===== config.mk =====
export PLATFORM = sky130hd
export DESIGN_NAME = ctrl_unit_gen2
export DESIGN_NICKNAME = d
export VERILOG_FILES = /design/src/rtl/ctrl_unit_pkg.sv /design/src/rtl/irq_prio_enc.sv /design/src/rtl/ctrl_unit_gen2.sv
export SDC_FILE = /design/constraint.sdc
export NUM_CORES = 1
export LEC_CHECK = 0
export ABC_AREA = 1
export CORE_UTILIZATION = 40
export DETAILED_ROUTE_END_ITERATION = 7
export PLACE_DENSITY_LB_ADDON = 0.3
export SYNTH_ARGS = -nofsm -noshare
export SYNTH_HDL_FRONTEND = slang
export SYNTH_SLANG_ARGS = --single-unit

===== constraint.sdc =====
create_clock -name clk -period 1.6 [get_ports clk]
set_input_delay 0.32 -clock clk [delete_from_list [all_inputs] [get_ports clk]]
set_output_delay 0.32 -clock clk [all_outputs]
set_load 0.005 [all_outputs]

===== src/rtl/ctrl_unit_pkg.sv =====
// ctrl_unit_pkg: shared types and constants for the ctrl_unit_gen2 controller.
//   state_t     - controller state encoding (also driven on state_o)
//   op_class_t  - instruction class produced by decode_class()
//   FN_* / MEM_* - misc and memory function-field encodings
package ctrl_unit_pkg;

  localparam int unsigned OP_W     = 7;
  localparam int unsigned FUNC_W   = 3;
  localparam int unsigned ALU_OP_W = 4;
  localparam int unsigned IRQ_ID_W = 3;

  typedef enum logic [2:0] {
    FETCH     = 3'd0,
    DECODE    = 3'd1,
    EXECUTE   = 3'd2,
    INT       = 3'd3,
    MEM       = 3'd4,
    WRITEBACK = 3'd5,
    WAIT      = 3'd6,
    ERR       = 3'd7
  } state_t;

  typedef enum logic [2:0] {
    CLS_ALU_IMM,
    CLS_SHIFT,
    CLS_ALU_REG,
    CLS_JUMP,
    CLS_BRANCH,
    CLS_MISC,
    CLS_MEM,
    CLS_ILLEGAL
  } op_class_t;

  // misc function field
  localparam logic [FUNC_W-1:0] FN_WAIT = 3'b100;
  localparam logic [FUNC_W-1:0] FN_STBY = 3'b101;
  localparam logic [FUNC_W-1:0] FN_RETI = 3'b110;

  // memory function field bits [2:1]: bit 2 selects port space, bit 1 is write
  localparam logic [1:0] MEM_LDM = 2'b00;
  localparam logic [1:0] MEM_STM = 2'b01;
  localparam logic [1:0] MEM_INP = 2'b10;
  localparam logic [1:0] MEM_OUT = 2'b11;

  // Classify an opcode by its leading-ones prefix.
  function automatic op_class_t decode_class(input logic [OP_W-1:0] op);
    op_class_t cls;
    cls = CLS_ILLEGAL;
    if (!op[6])                       cls = CLS_ALU_IMM;
    else if (op[6:5] == 2'b10)        cls = CLS_MEM;
    else if (op[6:4] == 3'b110)       cls = CLS_SHIFT;
    else if (op[6:3] == 4'b1110)      cls = CLS_ALU_REG;
    else if (op[6:2] == 5'b11110)     cls = CLS_JUMP;
    else if (op[6:1] == 6'b111110)    cls = CLS_BRANCH;
    else if (op == 7'b1111110)        cls = CLS_MISC;
    return cls;
  endfunction

  // ALU operation select for a given class/function pair.
  function automatic logic [ALU_OP_W-1:0] alu_op_of(input op_class_t cls,
                                                     input logic [FUNC_W-1:0] func);
    logic [ALU_OP_W-1:0] res;
    res = '0;
    case (cls)
      CLS_ALU_IMM, CLS_ALU_REG:
        if (func != 3'b011 && func != 3'b100) res = {1'b0, func};
      CLS_SHIFT: res = {2'b10, func[1:0]};
      default:   res = '0;
    endcase
    return res;
  endfunction

endpackage


===== src/rtl/irq_prio_enc.sv =====
// irq_prio_enc: fixed-priority interrupt encoder, lowest index wins.
//   pend   - pending (already masked/enabled) request lines
//   onehot - one-hot winner, zero when nothing pending
//   idx    - winner index, zero when nothing pending
module irq_prio_enc
  import ctrl_unit_pkg::*;
#(
  parameter int unsigned NUM_IRQ = 4
) (
  input  logic [NUM_IRQ-1:0]  pend,
  output logic [NUM_IRQ-1:0]  onehot,
  output logic [IRQ_ID_W-1:0] idx
);

  // Scan from the top down so the last hit (lowest index) is kept.
  always_comb begin
    onehot = '0;
    idx    = '0;
    for (int i = int'(NUM_IRQ) - 1; i >= 0; i--) begin
      if (pend[i]) begin
        onehot    = '0;
        onehot[i] = 1'b1;
        idx       = IRQ_ID_W'(i);
      end
    end
  end

endmodule


===== src/rtl/ctrl_unit_gen2.sv =====
// ctrl_unit_gen2: multi-cycle instruction controller with bus timeouts and
// prioritised interrupts.
//   clk, rst                 - clock, synchronous active-high reset
//   irq_i, irq_mask_i        - level interrupt requests and per-line masks
//   inst/data/port_ack_i     - bus acknowledges
//   op_i, func_i             - instruction fields, captured with inst_ack_i
//   stb_o, cyc_o             - instruction bus controls (FETCH)
//   data_*/port_* outputs    - data and port bus controls (EXECUTE/MEM)
//   alu_op_o, alu_en_o, reg_wr_o, pc_en_o, reti_o, sleep_o, bus_err_o
//   int_ack_o, int_id_o      - interrupt acknowledge and serviced index
//   state_o                  - current state
module ctrl_unit_gen2
  import ctrl_unit_pkg::*;
#(
  parameter int unsigned NUM_IRQ    = 4,
  parameter int unsigned TMO_CYCLES = 16
) (
  input  logic                clk,
  input  logic                rst,
  input  logic [NUM_IRQ-1:0]  irq_i,
  input  logic [NUM_IRQ-1:0]  irq_mask_i,
  input  logic                inst_ack_i,
  input  logic                data_ack_i,
  input  logic                port_ack_i,
  input  logic [OP_W-1:0]     op_i,
  input  logic [FUNC_W-1:0]   func_i,
  output logic                stb_o,
  output logic                cyc_o,
  output logic                data_stb_o,
  output logic                data_cyc_o,
  output logic                data_we_o,
  output logic                port_stb_o,
  output logic                port_we_o,
  output logic [ALU_OP_W-1:0] alu_op_o,
  output logic                alu_en_o,
  output logic                reg_wr_o,
  output logic                pc_en_o,
  output logic                reti_o,
  output logic                sleep_o,
  output logic                bus_err_o,
  output logic [NUM_IRQ-1:0]  int_ack_o,
  output logic [IRQ_ID_W-1:0] int_id_o,
  output logic [2:0]          state_o
);

  localparam int unsigned CNT_W = (TMO_CYCLES > 2) ? $clog2(TMO_CYCLES) : 1;

  state_t                 state, state_nxt;
  logic [OP_W-1:0]        op_q;
  logic [FUNC_W-1:0]      func_q;
  op_class_t              cls_q;
  logic                   ie;
  logic [CNT_W-1:0]       cnt;
  logic [NUM_IRQ-1:0]     pend;
  logic                   pend_any;
  logic [NUM_IRQ-1:0]     win_onehot;
  logic [IRQ_ID_W-1:0]    win_id;
  logic                   tmo;
  logic                   is_mem;
  logic                   mem_ack;
  state_t                 mem_done_st;
  state_t                 ret_st;
  logic                   reti_in;
  logic                   bus_phase;

  assign pend     = irq_i & ~irq_mask_i & {NUM_IRQ{ie}};
  assign pend_any = |pend;

  irq_prio_enc #(.NUM_IRQ(NUM_IRQ)) u_prio (
    .pend   (pend),
    .onehot (win_onehot),
    .idx    (win_id)
  );

  assign cls_q   = decode_class(op_q);
  assign is_mem  = (cls_q == CLS_MEM);
  assign tmo     = (cnt == CNT_W'(TMO_CYCLES - 1));
  // func[2] selects port space, func[1] marks a write
  assign mem_ack = func_q[2] ? port_ack_i : data_ack_i;
  assign ret_st  = pend_any ? INT : FETCH;
  // loads return data to a register, stores complete directly
  assign mem_done_st = func_q[1] ? ret_st : WRITEBACK;
  // reti is recognised as the instruction arrives so reti_o lines up with DECODE
  assign reti_in = (decode_class(op_i) == CLS_MISC) && (func_i == FN_RETI);

  // The only Mealy output: advance the PC on the fetch acknowledge itself.
  assign pc_en_o = !rst && (state == FETCH) && inst_ack_i;
  assign state_o = state;

  // Next-state selection.
  always_comb begin
    state_nxt = state;
    case (state)
      FETCH: begin
        if (inst_ack_i) state_nxt = DECODE;
        else if (tmo)   state_nxt = ERR;
      end
      DECODE: begin
        case (cls_q)
          CLS_ILLEGAL: state_nxt = ERR;
          CLS_MISC: begin
            if (func_q == FN_WAIT || func_q == FN_STBY) state_nxt = WAIT;
            else                                        state_nxt = ret_st;
          end
          CLS_JUMP, CLS_BRANCH: state_nxt = ret_st;
          default:              state_nxt = EXECUTE;
        endcase
      end
      EXECUTE: begin
        if (!is_mem)      state_nxt = WRITEBACK;
        else if (mem_ack) state_nxt = mem_done_st;
        else              state_nxt = MEM;
      end
      MEM: begin
        if (mem_ack)  state_nxt = mem_done_st;
        else if (tmo) state_nxt = ERR;
      end
      WRITEBACK: state_nxt = ret_st;
      INT:       state_nxt = FETCH;
      WAIT:      if (pend_any) state_nxt = INT;
      ERR:       state_nxt = FETCH;
      default:   state_nxt = FETCH;
    endcase
  end

  assign bus_phase = ((state_nxt == EXECUTE) || (state_nxt == MEM)) && is_mem;

  // State, bookkeeping and registered Moore outputs for the state being entered.
  always_ff @(posedge clk) begin
    if (rst) begin
      state      <= FETCH;
      ie         <= 1'b1;
      cnt        <= '0;
      op_q       <= '0;
      func_q     <= '0;
      int_id_o   <= '0;
      stb_o      <= 1'b1;
      cyc_o      <= 1'b1;
      data_stb_o <= 1'b0;
      data_cyc_o <= 1'b0;
      data_we_o  <= 1'b0;
      port_stb_o <= 1'b0;
      port_we_o  <= 1'b0;
      alu_op_o   <= '0;
      alu_en_o   <= 1'b0;
      reg_wr_o   <= 1'b0;
      reti_o     <= 1'b0;
      sleep_o    <= 1'b0;
      bus_err_o  <= 1'b0;
      int_ack_o  <= '0;
    end else begin
      state <= state_nxt;
      cnt   <= (state_nxt != state) ? '0 : cnt + CNT_W'(1);

      if (state == FETCH && inst_ack_i) begin
        op_q   <= op_i;
        func_q <= func_i;
      end

      if (state_nxt == INT) begin
        ie       <= 1'b0;
        int_id_o <= win_id;
      end else if (state == FETCH && state_nxt == DECODE && reti_in) begin
        ie <= 1'b1;
      end

      stb_o      <= (state_nxt == FETCH);
      cyc_o      <= (state_nxt == FETCH);
      data_stb_o <= bus_phase && !func_q[2];
      data_cyc_o <= bus_phase && !func_q[2];
      data_we_o  <= bus_phase && !func_q[2] && func_q[1];
      port_stb_o <= bus_phase && func_q[2];
      port_we_o  <= bus_phase && func_q[2] && func_q[1];
      alu_op_o   <= (state_nxt == EXECUTE || state_nxt == WRITEBACK)
                    ? alu_op_of(cls_q, func_q) : '0;
      alu_en_o   <= (state_nxt == EXECUTE) && !is_mem;
      reg_wr_o   <= (state_nxt == WRITEBACK);
      reti_o     <= (state == FETCH) && (state_nxt == DECODE) && reti_in;
      sleep_o    <= (state_nxt == WAIT);
      bus_err_o  <= (state_nxt == ERR);
      int_ack_o  <= (state_nxt == INT) ? win_onehot : '0;
    end
  end

endmodule


==> out/metrics.cfg <==
[sta]
maxSlewViolCount=0
hold_viol=0
skew_ns=0.01401
finalSetupViolCount=28
period_share=1.187
rsz0062_at_grt=yes
fin_crit_ns=1.900
max_freq_ghz=0.5264
fin_ws_ns=-0.2999

[floorplan]
core_um2=4880
dieHeight_um=74.36
dieWidth_um=74.36
ioPinCount=50
std_cell_rows=25
dieArea_um2=5529
initial_core_util=0.4292

[flow_run]
cap_viol_max_count=0

[clock_network]
cts_buffers=5
htree_num_levels=2
clk_latency_ns=0.30
postCtsHoldBufs=0
clockBufferDepth=2
clk_pin_slew_ns=0.08
cts_tree=built
clock_sinks=38
cts-root-buf=clkbuf_8

[worst_setup_path]
crit_family=simple AND/OR/NAND/NOR gates
cpPeakStageDelay_ns=0.42
startpoint_type=flop
crit_required_ns=1.81
crit_buf_inv=3
crit_slowest_cell=dfxtp_4
critPathMaxFanout=6
path_cells=nand2_4 > nor2_2 > nand2_2 > nand2_4 > inv_2 > o21ai_4 > nor2_4 > nand2_2 > nand3_4 > inv_4 > nand3_4 > nor2_4 > nand2_2 > nand2_2 > inv_1
arrival_ns=2.11
endpoint_kind=flop
crit_type=reg2reg
cp_common_cell=nand2_2

[place]
dpl_cell_area_um2=3019
preCtsSetupSlack_ns=-0.6771
gp_congestion=1.006
portBuffers=48
dp_hpwl_mm=4.430

[power]
ir_drop_uv=1146
power.density_nw_per_um2=1715
p_leak_nw=1.601

[drt]
drt_wl_total_mm=6.431
via_count=2362
drt_first_pass_iters=4
ant_nets=0
via_per_inst=5.004
wire_per_inst_um=13.63
drt_iter0_drc=152
drc=0

[status]
violations=setup timing
status=finished with violations

[finish]
antenna_cells=0
area_growth_pct=67.14
final_area_um2=3501
drive_gt1_frac=0.4296
fillers=374
nets=429

[global_routing]
grt_max_degree=16
gr-usage-all-layers=0.2376
globalRoute.totalOverflow=0
grt_pass1_wl_mm=9.963
antenna_found_initial=0
grt_pass1_vias=2283

[logic_synthesis]
yosysUniqueCellTypes=32
syn_avg_cell_area_um2=7.173
syn_inst=292
seq_area_frac_synth=0.3632
synth-seq-cells=38
syn_area_um2=2095
syn_nets=316
yosys_warnings=0

[min_path]
min_path_type=in2reg

layout make-up:
cell class              count  area [µm²]  area share
well taps                  67       83.83     0.02395
clock buffers               6       82.58     0.02359
inverters                  43       168.9     0.04825
repair buffers            113       978.4      0.2795
multi-input cells         204        1371      0.3917
flip-flops and latches     38       785.8      0.2244
clock inverters             1       30.03    0.008578
worst paths after layout:
check | start | end | slack (ns) | depth (start not counted)
min | irq_mask_i[2] | int_ack_o[3] | 0.43 | 3
max | op_q[6] | ie | -0.30 | 15
max reg2reg | op_q[6] | ie | -0.30 | 15
min reg2reg | int_id_o[1] | int_id_o[1] | 0.47 | 2
metal layers:
layer	part of all wire	GRT usage	wire length, µm	up-vias
met2	0.51	0.4214	3302	70
li1	-	-	-	1164
met4	0.027	0.09853	176	0
met1	0.41	0.2812	2666	1110
met5	0	0	0	-
met3	0.044	0.04201	285	18
tightest hold or removal path, cell delays in order:
cell           delay, ns
dlygate4sd2_1       0.21
nor2_1              0.07
nor2_2              0.09
Yosys cell counts, drive strengths merged:
master  count  area share
nand3b      2      0.0072
clkbuf      2      0.0036
o21ai      18       0.052
nand2      61        0.14
buf         5       0.022
conb        1      0.0018
nand3      33        0.11
a22oi       1      0.0036
nand4       6       0.018
inv        43       0.077
nor2       47       0.097
a211oi      1      0.0036
ha          1      0.0060
xnor2       1      0.0042
nor3       12       0.038
nor4        1      0.0030
dfxtp      38        0.36
xor2        1      0.0042
a21oi      18       0.047
kinds of logic (layout without fill, tap and decap cells):
family	Yosys count	in the layout	share of synthesized area
xor+xnor	2	2	0.008365
buf+inv	50	163	0.1021
flops	38	38	0.3632
simple gates	162	162	0.4128
other cells	1	1	0.001790
compound gates	38	38	0.1057
fa+ha+maj	1	1	0.005973
where the power goes:
group          internal (mW)  switching [mW]  leakage, nW
logic                   1.67            2.07         1.23
clock network          0.499           0.334       0.0573
registers               1.20           0.228        0.314
layout by cell type, fill, tap and decap left out, types with 2 or more instances in the layout:
| cell type | count |
|---|---|
| nand2_4 | 12 |
| inv_4 | 3 |
| o21ai_0 | 12 |
| nand3_1 | 16 |
| o21ai_4 | 2 |
| dfxtp_1 | 28 |
| dlymetal6s2s_1 | 2 |
| o21ai_2 | 2 |
| dfxtp_4 | 5 |
| nor2_1 | 24 |
| dlygate4sd2_1 | 10 |
| nor2_4 | 8 |
| nor2_2 | 15 |
| buf_4 | 63 |
| nor3_2 | 8 |
| inv_2 | 6 |
| o21ai_1 | 2 |
| clkbuf_8 | 6 |
| a21oi_1 | 15 |
| nand3b_1 | 2 |
| nand2_2 | 14 |
| dfxtp_2 | 5 |
| nand2_1 | 35 |
| inv_1 | 34 |
| a21oi_2 | 2 |
| nand3_2 | 11 |
| nand4_1 | 6 |
| nor3_1 | 3 |
| nand3_4 | 6 |
| clkdlybuf4s50_1 | 35 |
timing repair:
item,CTS,global route
buffers inserted,12,5
pin swaps,30,17
setup endpoints to repair,31,32
gates resized for setup,57,24
stage by stage:
step / util / std cells / setup TNS, ns / hold WS (ns) / power [mW]
final: 0.7174 / 472 / -6.307 / 0.4333 / 6.006
after global routing: 0.7174 / 472 / -10.14 / 0.4722 / 6.394
after CTS: 0.6887 / 467 / -4.609 / 0.4346 / 5.715
after detailed placement: 0.6187 / 448 / -16.42 / 0.4695 / 4.457
after global placement: 0.6187 / 448 / -15.20 / 0.4625 / 4.384
after floorplan: - / 292 / -0.4430 / 0.4372 / 3.261
sequential cells by signal (all words and copies together), names as in the netlist, 2 cells and up:
signal	count
int_ack_o	4
int_id_o	2
alu_op_o	4
func_q	3
state_o	3
op_q	7
cnt	4
No activity file was read; power rests on OpenSTA's default activity.
